**config.mk**
```make
export PLATFORM = sky130hd
export DESIGN_NAME = spi_slave_multi_ch
export DESIGN_NICKNAME = d
export VERILOG_FILES = /design/src/rtl/spi_slave_multi_ch.sv
export SDC_FILE = /design/constraint.sdc
export NUM_CORES = 1
export LEC_CHECK = 0
export ABC_CLOCK_PERIOD_IN_PS = 3160
export CAP_MARGIN = 10
export CORE_MARGIN = 1
export CORE_UTILIZATION = 45
export CTS_BUF_LIST = sky130_fd_sc_hd__clkbuf_2 sky130_fd_sc_hd__clkbuf_4 sky130_fd_sc_hd__clkbuf_8
export CTS_CLUSTER_DIAMETER = 50
export DETAILED_ROUTE_END_ITERATION = 8
export GPL_TIMING_DRIVEN = 1
export PLACE_DENSITY_LB_ADDON = 0.08
export SKIP_CTS_REPAIR_TIMING = 1
export SLEW_MARGIN = 15
export SYNTH_ARGS = -nofsm -noshare
export SYNTH_HDL_FRONTEND = slang
export SYNTH_SLANG_ARGS = --single-unit
```
**constraint.sdc**
```tcl
create_clock -name clk -period 3.16 [get_ports clk]
set_input_delay 0.948 -clock clk [delete_from_list [all_inputs] [get_ports clk]]
set_output_delay 0.948 -clock clk [all_outputs]
set_load 0.01 [all_outputs]
```
**src/rtl/spi_slave_multi_ch.sv**
```systemverilog
// SPI slave that writes fixed-length MSB-first frames into channel registers
// and answers each frame with the ACK/NAK status of the frame before it.
module spi_slave_multi_ch #(
  parameter int FRAME_W = 8,
  parameter int DATA_W = 4,
  parameter int NUM_CH = 4,
  parameter int CPOL = 0,
  parameter int CPHA = 0,
  parameter logic [FRAME_W-1:0] ACK_CODE = 'hA5,
  parameter logic [FRAME_W-1:0] NAK_CODE = 'h5A,
  parameter int SYNC_STAGES = 2
) (
  input  logic                     clk,
  input  logic                     reset_n,
  input  logic                     sclk_in,
  input  logic                     mosi_in,
  input  logic                     ss_n_in,
  output logic                     miso_out,
  output logic                     miso_oe_out,
  output logic [NUM_CH*DATA_W-1:0] ch_data_out,
  output logic [NUM_CH-1:0]        ch_valid_out,
  output logic                     frame_err_out,
  output logic                     busy_out
);

  localparam int CH_W = (NUM_CH > 1) ? $clog2(NUM_CH) : 1;
  localparam int KEEP = DATA_W + CH_W;
  localparam int CNT_W = $clog2(FRAME_W + 2);
  localparam logic SCLK_IDLE = (CPOL != 0);

  typedef enum logic [1:0] {
    WAIT_HI,
    IDLE,
    SHIFT,
    CHECK
  } state_e;

  state_e state_q, state_d;

  logic [SYNC_STAGES-1:0] sclk_sync_q, sclk_sync_d;
  logic [SYNC_STAGES-1:0] mosi_sync_q, mosi_sync_d;
  logic [SYNC_STAGES-1:0] ss_sync_q, ss_sync_d;
  logic sclk_prev_q, ss_prev_q;

  logic [CNT_W-1:0] bit_cnt_q, bit_cnt_d;
  logic [KEEP-1:0] rx_sr_q, rx_sr_d;
  logic [FRAME_W-1:0] tx_sr_q, tx_sr_d;
  logic miso_q, miso_d;
  logic status_q, status_d;
  logic [NUM_CH*DATA_W-1:0] ch_data_q, ch_data_d;
  logic [NUM_CH-1:0] ch_valid_q, ch_valid_d;
  logic frame_err_q, frame_err_d;
  logic busy_q, busy_d;

  logic sclk_s, mosi_s, ss_s;
  logic sclk_rise, sclk_fall, lead_edge, trail_edge;
  logic sample_edge, shift_edge, ss_fall, ss_rise;
  logic [DATA_W-1:0] payload;
  logic [CH_W-1:0] idx;
  logic frame_ok;
  logic [FRAME_W-1:0] tx_code;

  assign sclk_sync_d = {sclk_sync_q[SYNC_STAGES-2:0], sclk_in};
  assign mosi_sync_d = {mosi_sync_q[SYNC_STAGES-2:0], mosi_in};
  assign ss_sync_d = {ss_sync_q[SYNC_STAGES-2:0], ss_n_in};

  assign sclk_s = sclk_sync_q[SYNC_STAGES-1];
  assign mosi_s = mosi_sync_q[SYNC_STAGES-1];
  assign ss_s = ss_sync_q[SYNC_STAGES-1];

  assign sclk_rise = sclk_s & ~sclk_prev_q;
  assign sclk_fall = ~sclk_s & sclk_prev_q;
  assign lead_edge = (CPOL != 0) ? sclk_fall : sclk_rise;
  assign trail_edge = (CPOL != 0) ? sclk_rise : sclk_fall;
  assign sample_edge = (CPHA != 0) ? trail_edge : lead_edge;
  assign shift_edge = (CPHA != 0) ? lead_edge : trail_edge;
  assign ss_fall = ~ss_s & ss_prev_q;
  assign ss_rise = ss_s & ~ss_prev_q;

  // Only the leading payload+index bits are kept; the rest of the frame is counted only.
  assign payload = rx_sr_q[KEEP-1 -: DATA_W];
  assign idx = rx_sr_q[CH_W-1:0];
  assign frame_ok = (bit_cnt_q == CNT_W'(FRAME_W))
                 && (32'(idx) < NUM_CH);
  assign tx_code = status_q ? ACK_CODE : NAK_CODE;

  always_comb begin
    state_d = state_q;
    bit_cnt_d = bit_cnt_q;
    rx_sr_d = rx_sr_q;
    tx_sr_d = tx_sr_q;
    miso_d = miso_q;
    status_d = status_q;
    ch_data_d = ch_data_q;
    ch_valid_d = '0;
    frame_err_d = 1'b0;
    unique case (state_q)
      WAIT_HI: begin
        miso_d = 1'b0;
        if (ss_s) state_d = IDLE;
      end
      IDLE: begin
        miso_d = 1'b0;
        if (ss_fall) begin
          state_d = SHIFT;
          bit_cnt_d = '0;
          tx_sr_d = tx_code;
          if (CPHA == 0) begin
            miso_d = tx_code[FRAME_W-1];
            tx_sr_d = {tx_code[FRAME_W-2:0], 1'b0};
          end
        end
      end
      SHIFT: begin
        if (ss_rise) begin
          state_d = CHECK;
          miso_d = 1'b0;
        end else begin
          if (sample_edge) begin
            if (bit_cnt_q < CNT_W'(KEEP))
              rx_sr_d = {rx_sr_q[KEEP-2:0], mosi_s};
            if (bit_cnt_q != CNT_W'(FRAME_W + 1))
              bit_cnt_d = bit_cnt_q + CNT_W'(1);
          end
          if (shift_edge) begin
            miso_d = tx_sr_q[FRAME_W-1];
            tx_sr_d = {tx_sr_q[FRAME_W-2:0], 1'b0};
          end
        end
      end
      CHECK: begin
        state_d = IDLE;
        if (frame_ok) begin
          ch_data_d[idx*DATA_W +: DATA_W] = payload;
          ch_valid_d[idx] = 1'b1;
          status_d = 1'b1;
        end else begin
          frame_err_d = 1'b1;
          status_d = 1'b0;
        end
      end
      default: state_d = WAIT_HI;
    endcase
    busy_d = (state_d != IDLE);
  end

  // ss_n sync resets low so a frame already running at reset is never mistaken for a new one.
  always_ff @(posedge clk or negedge reset_n) begin
    if (!reset_n) begin
      state_q <= WAIT_HI;
      sclk_sync_q <= {SYNC_STAGES{SCLK_IDLE}};
      mosi_sync_q <= '0;
      ss_sync_q <= '0;
      sclk_prev_q <= SCLK_IDLE;
      ss_prev_q <= 1'b0;
      bit_cnt_q <= '0;
      rx_sr_q <= '0;
      tx_sr_q <= '0;
      miso_q <= 1'b0;
      status_q <= 1'b1;
      ch_data_q <= '0;
      ch_valid_q <= '0;
      frame_err_q <= 1'b0;
      busy_q <= 1'b0;
    end else begin
      state_q <= state_d;
      sclk_sync_q <= sclk_sync_d;
      mosi_sync_q <= mosi_sync_d;
      ss_sync_q <= ss_sync_d;
      sclk_prev_q <= sclk_s;
      ss_prev_q <= ss_s;
      bit_cnt_q <= bit_cnt_d;
      rx_sr_q <= rx_sr_d;
      tx_sr_q <= tx_sr_d;
      miso_q <= miso_d;
      status_q <= status_d;
      ch_data_q <= ch_data_d;
      ch_valid_q <= ch_valid_d;
      frame_err_q <= frame_err_d;
      busy_q <= busy_d;
    end
  end

  assign miso_out = miso_q;
  assign miso_oe_out = (state_q == SHIFT);
  assign ch_data_out = ch_data_q;
  assign ch_valid_out = ch_valid_q;
  assign frame_err_out = frame_err_q;
  assign busy_out = busy_q;

endmodule
```
==> impl_metrics.json <==
{
  "overflow": 0,
  "async_reset_ff_share_pct": 100,
  "maxCapViolations": 0,
  "area_growth_syn_to_layout_pct": 18.2,
  "worst_slack_ns": 0.657,
  "synth_warnings": 0,
  "fmax_mhz": 400,
  "rsz0062_at_grt": "false",
  "grt_pass1_wl_um": 7690,
  "crit_path_end_kind": "primary output",
  "worstPathRequired_ns": 2.21,
  "fin_skew_ns": 0.00861,
  "power_switching_mw": 0.609,
  "yosysTopAreaCellShare_pct": 53.1,
  "grt_use_total_pct": 18.7,
  "setup-violations-final": 0,
  "path_buf_inv": 2,
  "cp_max_fo": 5,
  "synthFlopType": "dfrtp_1",
  "slowest_delay_ns": 0.54,
  "core-area_um2": 4880,
  "cts_tree": "done",
  "cts_sinks": 51,
  "drt-vias-per-instance": 5.30,
  "die_h_um": 74.4,
  "worstPathCellList": "inv_1 -> ha_1 -> clkdlybuf4s50_1",
  "nNetsFinal": 251,
  "power_density_nw_per_um2": 630,
  "cp-start-kind": "register",
  "p_sw_share_pct": 34.7,
  "htree_levels": 2,
  "p_leak_nw": 1.39,
  "setup-tns-final_ns": 0,
  "die_x_um": 74.4,
  "clockPowerShare_pct": 21.3,
  "critical_path_class": "register to primary output",
  "outcome": "complete, no violations",
  "syn_nets": 220,
  "internal_power_mw": 1.15,
  "final_antenna_net_count": 0,
  "synth_top_area_cell": "dfrtp_1",
  "avgSynthCellArea_um2": 11.7,
  "slew_viol_final": 0,
  "syn_area_um2": 2360,
  "arrival_ns": 1.55,
  "wl_um": 4420,
  "wl_per_cell_um": 14.7,
  "drc": 0,
  "std_cell_rows": 25,
  "netlist_top_cells_area": "dfrtp_1, ha_1, nand4_1",
  "pwr-share-seq_pct": 45.2,
  "antennaDiodeCount": 0,
  "synth_edf_count": 0,
  "yosysSeqAreaShare_pct": 54.2,
  "hp-class": "register to register",
  "cp_top_family": "buffers and inverters",
  "cts_buffers": 5,
  "period_needed_ns": 2.50,
  "pin_count": 29,
  "ir_drop_mv": 0.432,
  "max_slew_margin_pct": 52.4,
  "grt_pass1_vias": 1589,
  "dp_slack_ns": 1.00,
  "synth_cell_types": 40,
  "num_vias": 1596,
  "hold_viol": 0,
  "grt_max_degree": 26,
  "clkLatencyLatePin_ns": 0.31,
  "clkTransAtPathRegs_ns": 0.08,
  "combPwrFrac_pct": 33.5,
  "drive_above_1_share_pct": 11.5,
  "synthCells": 202,
  "min_period_over_period_pct": 79.2,
  "cp_slowest_cell": "clkdlybuf4s50_1",
  "antenna_found_initial": 0,
  "dieArea_um2": 5530,
  "gp_congestion": 0.860,
  "cts_root_buf": "clkbuf_8",
  "dr.pass1.iters": 4,
  "tightest_slew_ns": 0.714,
  "clockBufferDepth": 2,
  "place_hpwl_um": 3180,
  "synth-seq-cells": 51,
  "start_util_pct": 48.3,
  "drt_iter0_drc": 98,
  "port_buffers": 28
}
synth_stat cells (2+ instances only):
cell type / count
dfrtp_1: 50
inv_1: 18
nand4_1: 17
ha_1: 13
nand2_1: 12
a21bo_2: 10
mux2i_1: 7
o21ai_0: 7
a21bo_1: 6
a21oi_1: 5
buf_2: 5
mux2_1: 5
nand3_1: 5
nand2b_1: 4
a31oi_1: 3
and2_1: 3
nor2b_1: 3
nor3b_1: 3
a211o_1: 2
mux2_4: 2
nor2_1: 2
o221ai_1: 2
power by group through the flow:
stage | combinational, mW | clock [mW] | sequential (mW)
2_1_floorplan | 0.457 | 0 | 0.792
5_1_grt | 0.662 | 0.418 | 0.806
4_1_cts | 0.590 | 0.391 | 0.793
6_report | 0.589 | 0.375 | 0.795
3_5_place_dp | 0.585 | 0 | 0.805
3_3_place_gp | 0.559 | 0 | 0.800
cell type report:
type	instances	area, um2
fillers	435	2090
flip-flops and latches	51	1280
multi-input cells	126	973
repair buffers	31	298
clock buffers	7	83.8
well taps	67	83.8
inverters	18	67.6
clock inverters	1	5.00
final timing paths:
path,startpoint,end,slack (ns),cells after the start
min reg2reg,ss_sync_q[0],ss_sync_q[1],0.35,0
max,state_q[0],miso_oe_out,0.66,3
min,ss_sync_q[0],ss_sync_q[1],0.35,0
max reg2reg,state_q[0],tx_sr_q[6],0.99,7
max in group asynchronous,reset_n,rx_sr_q[1],2.03,2
min in group asynchronous,reset_n,ch_valid_out[3],0.51,1
routing by layer:
metal	track usage (%)	part of all wire, %	vias up
met4	5.66	0.88	0
met1	26.4	50	768
met5	0	0	-
met3	5.56	4.3	6
li1	-	-	778
met2	27.9	45	44
metrics by stage:
step	total power [mW]	instance area (um2)	hold WS, ns	cells	utilization (%)
CTS	1.77	2790	0.354	301	57.2
global route	1.89	2790	0.374	301	57.2
detailed placement	1.39	2700	0.335	293	55.3
finish	1.76	2790	0.352	301	57.2
global placement	1.36	2700	0.332	293	55.3
floorplan	1.25	2360	0.331	202	-
cell usage in the layout (no fill, tap or decap), types with 4 or more instances in the layout:
cell | synthesis | routed
a21bo_1 | 6 | 6
a21bo_2 | 10 | 10
a21oi_1 | 5 | 5
clkbuf_8 | 0 | 5
clkdlybuf4s50_1 | 0 | 27
dfrtp_1 | 50 | 50
ha_1 | 13 | 13
inv_1 | 18 | 18
mux2_1 | 5 | 5
mux2i_1 | 7 | 7
nand2_1 | 12 | 12
nand2b_1 | 4 | 4
nand3_1 | 5 | 5
nand4_1 | 17 | 17
o21ai_0 | 7 | 7
state kept, by name, summed over array words and instances (netlist names):
name and count:
ch_data_out 16, tx_sr_q 7, rx_sr_q 6, bit_cnt_q 4
ch_valid_out 4, mosi_sync_q 2, sclk_sync_q 2, ss_sync_q 2
state_q 2, busy_out 1, frame_err_out 1, miso_out 1
sclk_prev_q 1, ss_prev_q 1, status_q 1
cell families (layout without fill, tap and decap cells):
logic type                 after synthesis  after routing  share of synthesized area, %
AOI/OAI and AO/OA                       45             45                          15.0
adders and majority gates               13             13                          6.90
buffers and inverters                   25             57                          4.56
DFF                                     51             51                          54.2
muxes                                   14             14                          6.63
and+or+nand+nor                         54             54                          12.7
(Power assumes the default switching activity.)
